<file path="src/rtl/fir_mac_sequencer_if.sv">
// fir_mac_sequencer_if
// Handshake and control bundle between the FIR MAC sequencer and its
// surroundings (sample source, delay-line RAM, coefficient ROM, MAC unit,
// result consumer).
//   in_valid / in_ready   : sample offer / sample accepted this cycle
//   clear                 : request zeroing of the delay line
//   dwe / dzero / daddr   : delay-line write enable, zero-data select, address
//   caddr                 : coefficient address
//   mac_op                : MAC command (NOP=00, LOAD=01, ACC=10, CLR=11)
//   out_valid / out_ready : result complete / consumer takes result
//   busy                  : sequencer is not idle
// The sequencer connects through the master modport; the environment connects
// through the slave modport.
interface fir_mac_sequencer_if #(
    parameter int FADDRBITS = 3
);
    logic                 in_valid;
    logic                 in_ready;
    logic                 clear;
    logic                 dwe;
    logic                 dzero;
    logic [FADDRBITS-1:0] daddr;
    logic [FADDRBITS-1:0] caddr;
    logic [1:0]           mac_op;
    logic                 out_valid;
    logic                 out_ready;
    logic                 busy;

    modport master (
        input  in_valid, clear, out_ready,
        output in_ready, dwe, dzero, daddr, caddr, mac_op, out_valid, busy
    );

    modport slave (
        output in_valid, clear, out_ready,
        input  in_ready, dwe, dzero, daddr, caddr, mac_op, out_valid, busy
    );
endinterface

</file>
<file path="src/rtl/fir_mac_sequencer.sv">
// fir_mac_sequencer
// Control sequencer for a single-MAC FIR filter. It zero-fills the sample
// delay line, accepts one sample at a time, then walks the NTAPS coefficient /
// delay-line address pairs (newest sample first) and issues the matching MAC
// commands one cycle later to cover the synchronous read latency of the
// memories. The finished result is held until the consumer takes it.
// Ports:
//   clk  : clock, all state updates on the rising edge
//   rst  : synchronous active-high reset
//   bus  : fir_mac_sequencer_if master modport (handshakes, memory addresses,
//          MAC command, busy)
module fir_mac_sequencer #(
    parameter int NTAPS     = 7,
    parameter int FADDRBITS = $clog2(NTAPS)
) (
    input  logic                    clk,
    input  logic                    rst,
    fir_mac_sequencer_if.master     bus
);

    localparam logic [1:0] OP_NOP  = 2'b00;
    localparam logic [1:0] OP_LOAD = 2'b01;
    localparam logic [1:0] OP_ACC  = 2'b10;
    localparam logic [1:0] OP_CLR  = 2'b11;

    localparam logic [FADDRBITS-1:0] LAST = FADDRBITS'(NTAPS - 1);
    localparam logic [FADDRBITS-1:0] ONE  = FADDRBITS'(1);

    typedef enum logic [2:0] {
        S_INIT,
        S_IDLE,
        S_MAC,
        S_DRAIN,
        S_DONE
    } state_t;

    state_t               state;
    logic [FADDRBITS-1:0] k;
    logic [FADDRBITS-1:0] wp;
    logic [FADDRBITS-1:0] base;
    logic [1:0]           op_p1;

    // Circular delay-line arithmetic. When k exceeds b the result is
    // b + NTAPS - k, written as b + (NTAPS-1-k) + 1 so that no intermediate
    // value leaves the FADDRBITS range.
    function automatic logic [FADDRBITS-1:0] wrap_sub(
        input logic [FADDRBITS-1:0] b,
        input logic [FADDRBITS-1:0] kk
    );
        if (kk > b)
            return b + (LAST - kk) + ONE;
        return b - kk;
    endfunction

    function automatic logic [FADDRBITS-1:0] wrap_inc(
        input logic [FADDRBITS-1:0] x
    );
        return (x == LAST) ? '0 : x + ONE;
    endfunction

    // Stage p0 -> p1: state, counters and the delayed MAC command.
    always_ff @(posedge clk) begin
        if (rst) begin
            state <= S_INIT;
            k     <= '0;
            wp    <= '0;
            base  <= '0;
            op_p1 <= OP_NOP;
        end else begin
            unique case (state)
                S_INIT: begin
                    op_p1 <= OP_NOP;
                    if (k == LAST) begin
                        k     <= '0;
                        wp    <= '0;
                        state <= S_IDLE;
                    end else begin
                        k <= k + ONE;
                    end
                end
                S_IDLE: begin
                    op_p1 <= OP_NOP;
                    if (bus.clear) begin
                        k     <= '0;
                        state <= S_INIT;
                    end else if (bus.in_valid) begin
                        base  <= wp;
                        wp    <= wrap_inc(wp);
                        k     <= '0;
                        state <= S_MAC;
                    end
                end
                S_MAC: begin
                    // Command follows the address by one cycle: the first tap
                    // loads the accumulator, the rest accumulate.
                    op_p1 <= (k == '0) ? OP_LOAD : OP_ACC;
                    if (k == LAST) begin
                        k     <= '0;
                        state <= S_DRAIN;
                    end else begin
                        k <= k + ONE;
                    end
                end
                S_DRAIN: begin
                    op_p1 <= OP_NOP;
                    state <= S_DONE;
                end
                S_DONE: begin
                    op_p1 <= OP_NOP;
                    if (bus.out_ready)
                        state <= S_IDLE;
                end
                default: begin
                    op_p1 <= OP_NOP;
                    state <= S_INIT;
                end
            endcase
        end
    end

    // Output decode: addresses and write strobes follow the current state
    // (and the handshake inputs while idle); mac_op comes from op_p1 except
    // during the zero fill, where CLR is issued directly.
    always_comb begin
        bus.in_ready  = 1'b0;
        bus.dwe       = 1'b0;
        bus.dzero     = 1'b0;
        bus.daddr     = '0;
        bus.caddr     = '0;
        bus.mac_op    = OP_NOP;
        bus.out_valid = 1'b0;
        bus.busy      = 1'b1;
        if (!rst) begin
            unique case (state)
                S_INIT: begin
                    bus.dwe    = 1'b1;
                    bus.dzero  = 1'b1;
                    bus.daddr  = k;
                    bus.mac_op = OP_CLR;
                end
                S_IDLE: begin
                    bus.busy     = 1'b0;
                    bus.in_ready = !bus.clear;
                    bus.dwe      = bus.in_valid && !bus.clear;
                    bus.daddr    = wp;
                    bus.mac_op   = op_p1;
                end
                S_MAC: begin
                    bus.caddr  = k;
                    bus.daddr  = wrap_sub(base, k);
                    bus.mac_op = op_p1;
                end
                S_DRAIN: begin
                    bus.mac_op = op_p1;
                end
                S_DONE: begin
                    bus.out_valid = 1'b1;
                    bus.mac_op    = op_p1;
                end
                default: begin
                    bus.mac_op = OP_NOP;
                end
            endcase
        end
    end

endmodule

</file>
<file path="src/flat_wrapper.sv">
// flat-port wrapper written by rule: the top's interface ports become plain ports
module fir_mac_sequencer_flat 
#(
    parameter int NTAPS     = 7,
    parameter int FADDRBITS = $clog2(NTAPS)
)
  (clk, rst, bus_in_valid, bus_clear, bus_out_ready, bus_in_ready, bus_dwe, bus_dzero, bus_daddr, bus_caddr, bus_mac_op, bus_out_valid, bus_busy);
  fir_mac_sequencer_if #(.FADDRBITS(FADDRBITS)) bus_i ();
  input  logic clk;
  input  logic rst;
  input wire logic [$bits(bus_i.in_valid)-1:0] bus_in_valid;
  input wire logic [$bits(bus_i.clear)-1:0] bus_clear;
  input wire logic [$bits(bus_i.out_ready)-1:0] bus_out_ready;
  output wire logic [$bits(bus_i.in_ready)-1:0] bus_in_ready;
  output wire logic [$bits(bus_i.dwe)-1:0] bus_dwe;
  output wire logic [$bits(bus_i.dzero)-1:0] bus_dzero;
  output wire logic [$bits(bus_i.daddr)-1:0] bus_daddr;
  output wire logic [$bits(bus_i.caddr)-1:0] bus_caddr;
  output wire logic [$bits(bus_i.mac_op)-1:0] bus_mac_op;
  output wire logic [$bits(bus_i.out_valid)-1:0] bus_out_valid;
  output wire logic [$bits(bus_i.busy)-1:0] bus_busy;
  assign bus_i.in_valid = bus_in_valid;
  assign bus_i.clear = bus_clear;
  assign bus_i.out_ready = bus_out_ready;
  assign bus_in_ready = bus_i.in_ready;
  assign bus_dwe = bus_i.dwe;
  assign bus_dzero = bus_i.dzero;
  assign bus_daddr = bus_i.daddr;
  assign bus_caddr = bus_i.caddr;
  assign bus_mac_op = bus_i.mac_op;
  assign bus_out_valid = bus_i.out_valid;
  assign bus_busy = bus_i.busy;
  fir_mac_sequencer #(.NTAPS(NTAPS), .FADDRBITS(FADDRBITS)) u_core (.clk(clk), .rst(rst), .bus(bus_i));
endmodule
</file>
<file path="config.mk">
export PLATFORM = sky130hd
export DESIGN_NAME = fir_mac_sequencer_flat
export DESIGN_NICKNAME = d
export VERILOG_FILES = /design/src/rtl/fir_mac_sequencer_if.sv /design/src/rtl/fir_mac_sequencer.sv /design/src/flat_wrapper.sv
export SDC_FILE = /design/constraint.sdc
export NUM_CORES = 1
export LEC_CHECK = 0
export CORE_MARGIN = 2
export CORE_UTILIZATION = 45
export DETAILED_ROUTE_END_ITERATION = 10
export GPL_TIMING_DRIVEN = 0
export PLACE_DENSITY = 0.73
export SETUP_SLACK_MARGIN = 0.05
export SYNTH_ARGS = -nofsm -noshare
export SYNTH_HDL_FRONTEND = slang
export SYNTH_SLANG_ARGS = --single-unit
</file>
<file path="constraint.sdc">
create_clock -name clk -period 4.7 [get_ports clk]
set_input_delay 0.47 -clock clk [delete_from_list [all_inputs] [get_ports clk]]
set_output_delay 0.47 -clock clk [all_outputs]
set_load 0.01 [all_outputs]
</file>
# Yosys cells after proc, flatten, opt, wreduce, memory -nomap -nowiden
# Cells that the tools add are included.
word_totals:
  input_bits: 5
  register_bits: 14
  elab_cells: 76
  out_inout_bits: 13
op_classes:
  n_bitwise: 2
  magnitude_cmp: 1
  eq_ne: 12
  n_addsub: 6
  muxes: 37
  n_reduce_logical: 13
op_table:
  columns: ["cell", "count"]
  rows:
  - ["2-to-1 mux 3 bit", 17]
  - ["case mux 3 bit (5 select lines)", 1]
  - ["2-to-1 mux 1 bit", 12]
  - ["case mux 3 bit (2 select lines)", 2]
  - ["adder 3 x 1 -> 3 bit, second input constant", 3]
  - ["equality test 3 bit, second input constant", 3]
  - ["case mux 3 bit (3 select lines)", 1]
  - ["AND reduction 4 bit", 2]
  - ["equality test 3 x 2 -> 1 bit, second input constant", 2]
  - ["zero test 3 bit", 2]
  - ["inequality test 2 bit, second input constant", 3]
  - ["2-to-1 mux 2 bit", 2]
  - ["inequality test 2 x 1 -> 1 bit, second input constant", 2]
  - ["case mux 2 bit (2 select lines)", 1]
  - ["nonzero test 2 bit", 2]
  - ["OR reduction 2 bit", 2]
  - ["OR reduction 4 bit", 1]
  - ["adder 3 bit", 1]
  - ["equality test 3 x 1 -> 1 bit, second input constant", 1]
  - ["> comparator 3 bit", 1]
  - ["inequality test 3 bit, second input constant", 1]
  - ["AND reduction 3 bit", 1]
  - ["subtractor 3 bit", 1]
  - ["subtractor 3 bit, first input constant", 1]
  - ["5 further kinds", 6]

# Logic depth before layout (Yosys ltp)
# Gate-level depths: netlist (run 1).
logic_depth:
  word_depth: 7
  mapped_depth: 7

# Least setup slack after synthesis (run 1)
# No wires, ideal clock.
synth_path:
  path_kind: "register -> output"
  start: "register u_core.k[0]"
  end: "output port bus_daddr[2]"
  path_buffers: 0
  required_ns: 4.230
  setup_slack_ns: 2.584
  arrival_time_ns: 1.646
  stages_incl_launch_ff: 7
  path_cell_list: "dfxtp_1 ha_1 inv_1 fa_1 xnor2_1 or3_1 a31oi_1"
synth_via:
  elab_chain_cells: 7
  elab_cells_between_ends: 12
  cone_classes: "add/sub: 4; order compare: 1; mux: 7"
synth_lines:
  columns: ["element", "line_no", "source"]
  rows:
  - ["start, declared", "fir_mac_sequencer.sv:38", "logic [FADDRBITS-1:0] k;"]
  - ["start signal, assigned", "fir_mac_sequencer.sv:78", "k <= k + ONE;"]
  - ["start signal, assigned", "fir_mac_sequencer.sv:101", "k <= k + ONE;"]
  - ["subtractor 3 bit or > comparator 3 bit (tied branches)", "fir_mac_sequencer.sv:51, fir_mac_sequencer.sv:50", null]
  - ["adder 3 bit or 2-to-1 mux 1 bit (tied branches)", "fir_mac_sequencer.sv:51, fir_mac_sequencer.sv:50", null]
  - ["adder 3 x 1 -> 3 bit or 2-to-1 mux 1 bit (tied branches)", "fir_mac_sequencer.sv:51, fir_mac_sequencer.sv:134", null]
  - ["2-to-1 mux 3 bit or 2-to-1 mux 1 bit (tied branches)", "fir_mac_sequencer.sv:50, fir_mac_sequencer.sv:133", null]
  - ["2-to-1 mux 3 bit (*)", "fir_mac_sequencer.sv:52", "return b - kk;"]
  - ["case mux 3 bit (3 select lines) (*)", "fir_mac_sequencer.sv:134", "unique case (state)"]
  - ["2-to-1 mux 3 bit (*)", "fir_mac_sequencer.sv:133", "if (!rst) begin"]
  - ["end, declared", "flat_wrapper.sv:17", "output wire logic [$bits(bus_i.daddr)-1:0] bus_daddr;"]
# Every way passes the cells marked *; elsewhere a longest branch is shown, timed or not. The select of a mux whose other input is x is not followed.

# Worst setup path after layout (run 1)
layout_path:
  start: "register u_core.k[2]"
  end: "output port bus_daddr[1]"
layout_via:
  elab_chain_cells: 7
layout_lines:
  columns: ["element", "line_no", "source"]
  rows:
  - ["> comparator 3 bit", "fir_mac_sequencer.sv:50", "if (kk > b)"]
  - ["2-to-1 mux 1 bit", "fir_mac_sequencer.sv:50", null]
  - ["2-to-1 mux 1 bit", "fir_mac_sequencer.sv:134", null]
  - ["2-to-1 mux 1 bit", "fir_mac_sequencer.sv:133", null]
  - ["2-to-1 mux 3 bit", "fir_mac_sequencer.sv:52", null]
  - ["case mux 3 bit (3 select lines)", "fir_mac_sequencer.sv:134", null]
  - ["2-to-1 mux 3 bit", "fir_mac_sequencer.sv:133", null]
# Every way passes these cells. The select of a mux whose other input is x is not followed.

==> flow_metrics.env, run 1 <==
export IMPL_status="complete, no violations"
export IMPL_ys_flop_type="dfxtp_1"
export IMPL_critPathLaunchType="flip-flop"
export IMPL_fin_hold_ws_ps=520
export IMPL_rows=16
export IMPL_met1_usage=0.260
export IMPL_worst_pin_slew_ps=494
export IMPL_hp_start="u_core.base[2]"
export IMPL_cts_buffers=3
export IMPL_worstPathRequired_ps=4230
export IMPL_seq_area_frac_synth=0.291
export IMPL_cap_violations=0
export IMPL_routedWlPerCell_um=14.4
export IMPL_r2r_slack_ps=2950
export IMPL_ff2ff_path_depth=5
export IMPL_fin_nets=157
export IMPL_min_path_cells=2
export IMPL_power_density_nw_per_um2=201
export IMPL_track_usage=0.218
export IMPL_setup_tns_ps=0
export IMPL_syn_num_nets=135
export IMPL_ant_nets=0
export IMPL_layout_drive_gt1_share=0.0417
export IMPL_leakage_nw=0.458
export IMPL_cts_sinks=14
export IMPL_drt_total_wl_um=2470
export IMPL_setup_violations=0
export IMPL_overflow=0
export IMPL_die_w_um=50.3
export IMPL_synth_cells=124
export IMPL_maxSlewHeadroom=0.671
export IMPL_cts_htree_levels=1
export IMPL_worst_clock_skew_ps=3.93
export IMPL_final_core_util=0.600
export IMPL_fp_coreArea_um2=1980
export IMPL_cts_tree="yes"
export IMPL_clock_path_buffers=2
export IMPL_synth_seq_cells=14
export IMPL_min_period_ps=3060
export IMPL_met2_usage=0.373
export IMPL_critPathCaptureType="output pin"
export IMPL_finalHoldViolations=0
export IMPL_vias=1029
export IMPL_insertion_delay_ps=280
export IMPL_ir_drop_uv=131
export IMPL_io_pin_count=18
export IMPL_synthArstFlopShare=0
export IMPL_fmax_mhz=327
export IMPL_first_pass_iters=4
export IMPL_die_h_um=50.3
export IMPL_synth_distinct_cells=36
export IMPL_synth_area_um2=963
export IMPL_crit_arrival_ps=2590
export IMPL_grt_pass1_vias=959
export IMPL_final_cell_mix="clkdlybuf4s50_1, dfxtp_1, nor2_1"
export IMPL_area_delta_synth_final_pct=23.5
export IMPL_finalMaxSlewViolations=0
export IMPL_postPlaceCellArea_um2=1170
export IMPL_fin_area_um2=1190
export IMPL_grt_start_max_net_pins=11
export IMPL_final_common_cell="clkdlybuf4s50_1"
export IMPL_die_area_um2=2530
export IMPL_critPathKind="reg2out"
export IMPL_rsz0062_at_grt="false"
export IMPL_initial_utilization=0.486
export IMPL_place_inst=168
export IMPL_reg2reg_from="u_core.state[0]"
export IMPL_postCtsSetupBuffers=0
export IMPL_finalCritPeriodShare=0.650
export IMPL_grt_first_pass_wirelength_um=4160
export IMPL_synth_edf_count=0
export IMPL_yosys_warnings=0
export IMPL_hp_class="reg2reg"
export IMPL_dpl_hpwl_um=1860
export IMPL_r2r_end="u_core.base[1]"
export IMPL_ctsResizeCount=0
export IMPL_postCtsHoldBufs=0
export IMPL_antenna_cells=0
export IMPL_worstPathMaxFanout=6
export IMPL_vias_per_cell=6.02
export IMPL_drtIter0Drc=22
export IMPL_layout_cells_non_filler=171
export IMPL_min_to="u_core.base[2]"
export IMPL_place_congestion=0.840
export IMPL_drc=0
export IMPL_io_buffers=17
export IMPL_busiest_layer="met2"
export IMPL_avgSynthCellArea_um2=7.77
export IMPL_root_buffer="clkbuf_4"
export IMPL_use_met3=0.0238
export IMPL_path_clk_slew_ps=80
export IMPL_antenna_found_initial=0
-- worst max path at each step --
stage | startpoint | to | slack, ps | cells after the start
floorplan | u_core.k[0] | bus_daddr[2] | 2580 | 6
global placement | u_core.k[2] | bus_daddr[1] | 2030 | 7
detailed placement | u_core.k[2] | bus_daddr[0] | 2000 | 7
CTS | u_core.k[2] | bus_daddr[0] | 1670 | 7
global route | u_core.k[2] | bus_daddr[0] | 1470 | 7
finish | u_core.k[2] | bus_daddr[1] | 1640 | 7
-- layout make-up --
type	instances	area, um^2
Multi-Input combinational cell	98	637
Tap cell	27	33.8
Timing Repair Buffer	17	170
Fill cell	185	792
Inverter	6	22.5
Sequential cell	14	280
Buffer	6	23.8
Clock buffer	3	22.5
-- logic make-up (layout without fill, tap and decap cells) --
logic type / count (synthesis) / count (layout) / synth area share
multiplexers: 3 / 3 / 0.0312
XOR/XNOR: 2 / 2 / 0.0182
buffers and inverters: 12 / 32 / 0.0480
AND/OR/NAND/NOR: 53 / 53 / 0.291
adder cells (fa/ha/maj): 6 / 6 / 0.0935
flip-flops: 14 / 14 / 0.291
AO/OA/AOI/OAI: 34 / 34 / 0.227
-- sequential cells by signal (all words and copies together) (netlist names) --
signal,count
u_core.state,3
u_core.wp,3
u_core.k,3
u_core.op_p1,2
u_core.base,3
-- per-layer routing --
metal	wire, um	part of all wire
met5	0	0
met4	53	0.022
met3	110	0.045
met2	1200	0.49
met1	1100	0.45
-- power by group --
group,total [mW],internal [mW],leakage (nW),switching [mW]
clock,0.0672,0.0298,0.0138,0.0375
sequential,0.125,0.121,0.113,0.00372
combinational,0.0473,0.0217,0.331,0.0256
-- synthesized netlist by cell type, types with 5 or more instances --
library cell / n / area, um^2
a21oi_1: 10 / 50.1
o21ai_0: 6 / 30.0
dfxtp_1: 14 / 280
nor3_1: 6 / 30.0
nand2_1: 11 / 41.3
nor2_1: 12 / 45.0
o21bai_1: 5 / 37.5
clkbuf_1: 5 / 18.8
inv_1: 6 / 22.5
-- worst max-delay path, cell delays in order, from the launching register on --
cell             delay, ps
dfxtp_1                370
inv_1                  130
ha_1                   360
a21o_1                 200
a31oi_1                330
nand3_1                130
a31oi_1                220
clkdlybuf4s50_1        570
-- through the flow --
| step | total power, mW | setup WS (ps) |
|---|---|---|
| floorplan | 0.155 | 2580 |
| global placement | 0.173 | 2030 |
| global route | 0.253 | 1470 |
| finish | 0.239 | 1640 |
| CTS | 0.241 | 1670 |
| detailed placement | 0.174 | 2000 |
Power figures use the tool's default switching activity.
==> inputs of run 2 (changes only) <==
clock period = 2.9 ns   (was 4.7 ns; I/O delays follow)
==> run 2 against run 1 <==
Routed wire length increased by 0.65%. Global-route usage unchanged. Die area unchanged. Sequential power increased by 62%. Largest cell class unchanged. Utilization increased by 1.6 points. Clock power increased by 64%. Largest power group unchanged. Via count decreased by 3.4%. Highest routed layer unchanged. Clock-buffer cell count unchanged. Register-to-register slack got worse by 1800 ps.
==> flow_metrics.env, run 2 (same netlist as run 1, synthesis figures left out) <==
export IMPL_vias_per_cell=5.81
export IMPL_ant_nets=0
export IMPL_grt_start_max_net_pins=11
export IMPL_io_pin_count=18
export IMPL_io_buffers=17
export IMPL_setup_violations=0
export IMPL_cap_violations=0
export IMPL_maxSlewHeadroom=0.662
export IMPL_drtIter0Drc=27
export IMPL_setup_ws_ps=182
export IMPL_place_congestion=0.840
export IMPL_p_total_mw=0.395
export IMPL_final_cell_mix="clkdlybuf4s50_1, dfxtp_1, nor2_1"
export IMPL_cts_buffers=3
export IMPL_die_area_um2=2530
export IMPL_grt_first_pass_wirelength_um=4160
export IMPL_status="complete, no violations"
export IMPL_finalHoldViolations=0
export IMPL_fp_coreArea_um2=1980
export IMPL_min_path_cells=2
export IMPL_root_buffer="clkbuf_4"
export IMPL_overflow=0
export IMPL_worst_pin_slew_ps=506
export IMPL_final_common_cell="clkdlybuf4s50_1"
export IMPL_dpl_hpwl_um=1860
export IMPL_max_stage_delay_ps=560
export IMPL_rows=16
export IMPL_crit_chain="clkbuf_1 -> nand2_1 -> or3_1 -> a31oi_1 -> clkdlybuf4s50_1"
export IMPL_routedWlPerCell_um=14.5
export IMPL_vias=994
export IMPL_area_delta_synth_final_pct=26.8
export IMPL_hp_class="reg2reg"
export IMPL_insertion_delay_ps=280
export IMPL_setup_tns_ps=0
export IMPL_track_usage=0.218
export IMPL_leakage_nw=0.479
export IMPL_hp_start="u_core.k[2]"
export IMPL_layout_drive_gt1_share=0.0694
export IMPL_finalMaxSlewViolations=0
export IMPL_fin_nets=157
export IMPL_dp_slack_ps=382
export IMPL_cts_htree_levels=1
export IMPL_critPathCaptureType="output pin"
export IMPL_initial_utilization=0.486
export IMPL_slowest_stage="clkdlybuf4s50_1"
export IMPL_antenna_found_initial=0
export IMPL_crit_arrival_ps=2430
export IMPL_critPathKind="reg2out"
export IMPL_power_density_nw_per_um2=324
export IMPL_drc=0
export IMPL_clock_path_buffers=2
export IMPL_die_h_um=50.3
export IMPL_first_pass_iters=4
export IMPL_rsz0062_at_grt="true"
export IMPL_finalCritPeriodShare=0.937
export IMPL_antenna_cells=0
export IMPL_worstPathRequired_ps=2610
export IMPL_min_period_ps=2720
export IMPL_final_core_util=0.616
export IMPL_cts_tree="yes"
export IMPL_postCtsHoldBufs=0
export IMPL_worstPathMaxFanout=10
export IMPL_drt_total_wl_um=2480
export IMPL_reg2reg_from="u_core.state[0]"
export IMPL_cts_sinks=14
export IMPL_r2r_end="u_core.base[1]"
export IMPL_critPathLaunchType="flip-flop"
export IMPL_r2r_slack_ps=1140
export IMPL_fmax_mhz=368
export IMPL_ff2ff_path_depth=5
export IMPL_grt_pass1_vias=959
export IMPL_path_clk_slew_ps=80
export IMPL_die_w_um=50.3
export IMPL_min_to="u_core.k[2]"
export IMPL_worst_clock_skew_ps=4.80
export IMPL_ir_drop_uv=214
==> run 2: how the worst max path moves through the flow <==
stage                                from  cells past startpoint  slack, ps           end
after floorplan               u_core.k[0]                      6        960  bus_daddr[2]
after global placement        u_core.k[2]                      7        410  bus_daddr[1]
after detailed placement      u_core.k[2]                      7        380  bus_daddr[0]
after CTS                     u_core.k[2]                      7         50  bus_daddr[0]
after global routing      u_core.state[1]                      5         30  bus_daddr[0]
final                     u_core.state[1]                      5        180  bus_daddr[0]
==> run 2: what timing repair did <==
action	4_1_cts	5_1_grt
setup endpoints to repair	0	3
resized for setup	0	7
buffers inserted	0	0
endpoints found under the hold margin	0	0
==> run 2: layout make-up <==
cell class | count | area [um^2]
buffer | 6 | 23.8
sequential | 14 | 282
tap | 27 | 33.8
fill | 181 | 761
clock buffer | 3 | 22.5
multi-input combinational | 98 | 664
inverter | 6 | 22.5
timing repair buffer | 17 | 173
==> run 2: per-layer routing <==
metal,track usage,vias up,part of all wire
met5,0,-,0
met4,0.134,0,0.028
met3,0.0238,7,0.031
met2,0.373,22,0.50
met1,0.260,475,0.44
li1,-,490,-
==> run 2: where the power goes <==
group          switching, mW  internal, mW
Sequential           0.00653         0.197
Combinational         0.0433        0.0390
Clock                 0.0615        0.0483
Total                  0.111         0.284
==> run 2: metrics by stage <==
stage	instances	instance area, um^2	hold WS, ps
final	171	1220	527
after global routing	171	1220	578
after CTS	171	1190	525
after detailed placement	168	1170	504
after global placement	168	1170	496
after floorplan	124	963	445
==> run 2: worst max-delay path: cells and delay by family, from the launching register on <==
family,cells,cell delay (ps)
flip-flops,1,360
AO/OA/AOI/OAI,1,190
buffers and inverters,2,910
AND/OR/NAND/NOR,2,680
==> inputs of run 3 (changes only) <==
DONT_BUFFER_PORTS = 1   (was unset)
PLACE_DENSITY = 0.63   (was 0.73)
==> run 3 against run 2 <==
Global-route usage down 4.1 points. Power is 0.80% higher. Die area did not move. Non-clock buffer count is 17 lower. First-iteration DRC count stayed put. Routed wire length decreased by 17%. Design area down 15%. Hold slack got worse by 360 ps. Critical path type unchanged. Clock-buffer cell count is 1 higher. Utilization down 9.5 points. Clock skew grew 1.5 ps. Sequential share of layout area grew 4.1 points. Largest power group unchanged.
==> flow_metrics.env, run 3 (same netlist as run 1, synthesis figures left out) <==
export IMPL_min_period_ps=2450
export IMPL_cts_sinks=14
export IMPL_grt_start_max_net_pins=11
export IMPL_place_inst=151
export IMPL_cap_violations=0
export IMPL_antenna_found_initial=0
export IMPL_fp_coreArea_um2=1980
export IMPL_finalCritPeriodShare=0.845
export IMPL_status="complete, no violations"
export IMPL_dpl_hpwl_um=1590
export IMPL_die_h_um=50.3
export IMPL_fmax_mhz=408
export IMPL_worstPathRequired_ps=2610
export IMPL_rsz0062_at_grt="false"
export IMPL_fin_area_um2=1030
export IMPL_antenna_cells=0
export IMPL_postPlaceCellArea_um2=997
export IMPL_p_total_mw=0.398
export IMPL_ctsResizeCount=0
export IMPL_cts_buffers=3
export IMPL_cts_tree="yes"
export IMPL_grt_first_pass_wirelength_um=3380
export IMPL_power_density_nw_per_um2=385
export IMPL_final_common_cell="dfxtp_1"
export IMPL_postCtsSetupBuffers=0
export IMPL_fin_hold_ws_ps=169
export IMPL_internal_power_mw=0.293
export IMPL_first_pass_iters=4
export IMPL_die_w_um=50.3
export IMPL_cts_htree_levels=1
export IMPL_seq_area_um2=280
export IMPL_switching_power_mw=0.105
export IMPL_worstPathMaxFanout=6
export IMPL_ir_drop_uv=291
export IMPL_power_frac_comb=0.141
export IMPL_drtIter0Drc=27
export IMPL_layout_drive_gt1_share=0.0547
export IMPL_reg2reg_from="u_core.state[0]"
export IMPL_path_common_cell="a31oi_1"
export IMPL_fillCellCount=188
export IMPL_final_cell_mix="dfxtp_1, nor2_1, nand2_1"
export IMPL_layout_cells_non_filler=155
export IMPL_setup_violations=0
export IMPL_leakage_nw=0.402
export IMPL_max_stage_delay_ps=380
export IMPL_postCtsHoldBufs=0
export IMPL_initial_utilization=0.486
export IMPL_critPathLaunchType="flip-flop"
export IMPL_clkPwrFrac=0.351
export IMPL_maxSlewHeadroom=0.602
export IMPL_drt_total_wl_um=2070
export IMPL_path_clk_slew_ps=90
export IMPL_worst_clock_skew_ps=6.26
export IMPL_setup_worst_path_start="u_core.k[2]"
export IMPL_ff2ff_path_depth=5
export IMPL_track_usage=0.177
export IMPL_vias_per_cell=5.77
export IMPL_critPathCaptureType="output pin"
export IMPL_multi_input_area_um2=637
export IMPL_clock_path_buffers=2
export IMPL_die_area_um2=2530
export IMPL_crit_chain="inv_1 -> ha_1 -> a21o_1 -> a31oi_1 -> nand3_1 -> a31oi_1"
export IMPL_grt_pass1_vias=760
export IMPL_insertion_delay_ps=280
export IMPL_hp_class="in2reg"
export IMPL_routedWlPerCell_um=13.3
export IMPL_fin_nets=140
export IMPL_ant_nets=0
export IMPL_rows=16
export IMPL_r2r_end="u_core.wp[1]"
export IMPL_worstSetupEndpoint="bus_daddr[1]"
export IMPL_finalHoldViolations=0
export IMPL_drc=0
export IMPL_slowest_stage="dfxtp_1"
export IMPL_root_buffer="clkbuf_4"
export IMPL_worst_pin_slew_ps=588
export IMPL_io_pin_count=18
export IMPL_vias=895
export IMPL_r2r_slack_ps=1190
export IMPL_p_seq_frac=0.508
export IMPL_place_congestion=0.794
export IMPL_overflow=0
export IMPL_finalMaxSlewViolations=0
export IMPL_io_buffers=0
export IMPL_switching_share=0.263
export IMPL_crit_arrival_ps=2160
export IMPL_critPathKind="reg2out"
export IMPL_setup_tns_ps=0
export IMPL_area_delta_synth_final_pct=7.27
-- run 3: cell types whose count changed in the layout (fill, tap and decap cells not counted), sizes merged --
cell           previous run  this run
clkdlybuf4s50            16         0
clkbuf                    8         9
dlymetal6s2s              1         0
-- run 3: how the worst min path moves through the flow --
stage,start,to,cells after the start
floorplan,bus_out_ready,u_core.state[0],2
global placement,bus_out_ready,u_core.state[0],2
detailed placement,bus_out_ready,u_core.state[0],2
CTS,bus_out_ready,u_core.state[0],2
global route,rst,u_core.state[0],2
finish,bus_out_ready,u_core.state[0],2
-- run 3: metal layers --
layer | routed length [um] | GRT usage
met1 | 1030 | 0.252
met2 | 880 | 0.241
met3 | 143 | 0.0625
met4 | 13 | 0.0694
met5 | 0 | 0
-- run 3: area by class of cell --
| cell class | count | share of cell area |
|---|---|---|
| buffer | 6 | 0.0230 |
| clock buffer | 4 | 0.0351 |
| inverter | 6 | 0.0218 |
| multi-input combinational | 98 | 0.616 |
| sequential | 14 | 0.271 |
| tap | 27 | 0.0327 |
-- run 3: worst max-delay path, delay by kind of cell, from the launching register on --
family          cells  cell delay (ps)
compound gates      3              880
buf+inv             1              130
simple gates        1              130
flops               1              380
fa+ha+maj           1              360
-- run 3: through the flow --
step / setup WS [ps] / util
floorplan: 964 / -
global placement: 822 / 0.503
detailed placement: 766 / 0.503
CTS: 450 / 0.521
global route: 230 / 0.521
finish: 449 / 0.521
-- run 3: power by group through the flow --
stage	Combinational [mW]	Sequential, mW	Clock (mW)
CTS	0.0569	0.202	0.143
floorplan	0.0465	0.205	0
global route	0.0655	0.203	0.155
finish	0.0563	0.202	0.140
global placement	0.0559	0.206	0
detailed placement	0.0567	0.206	0
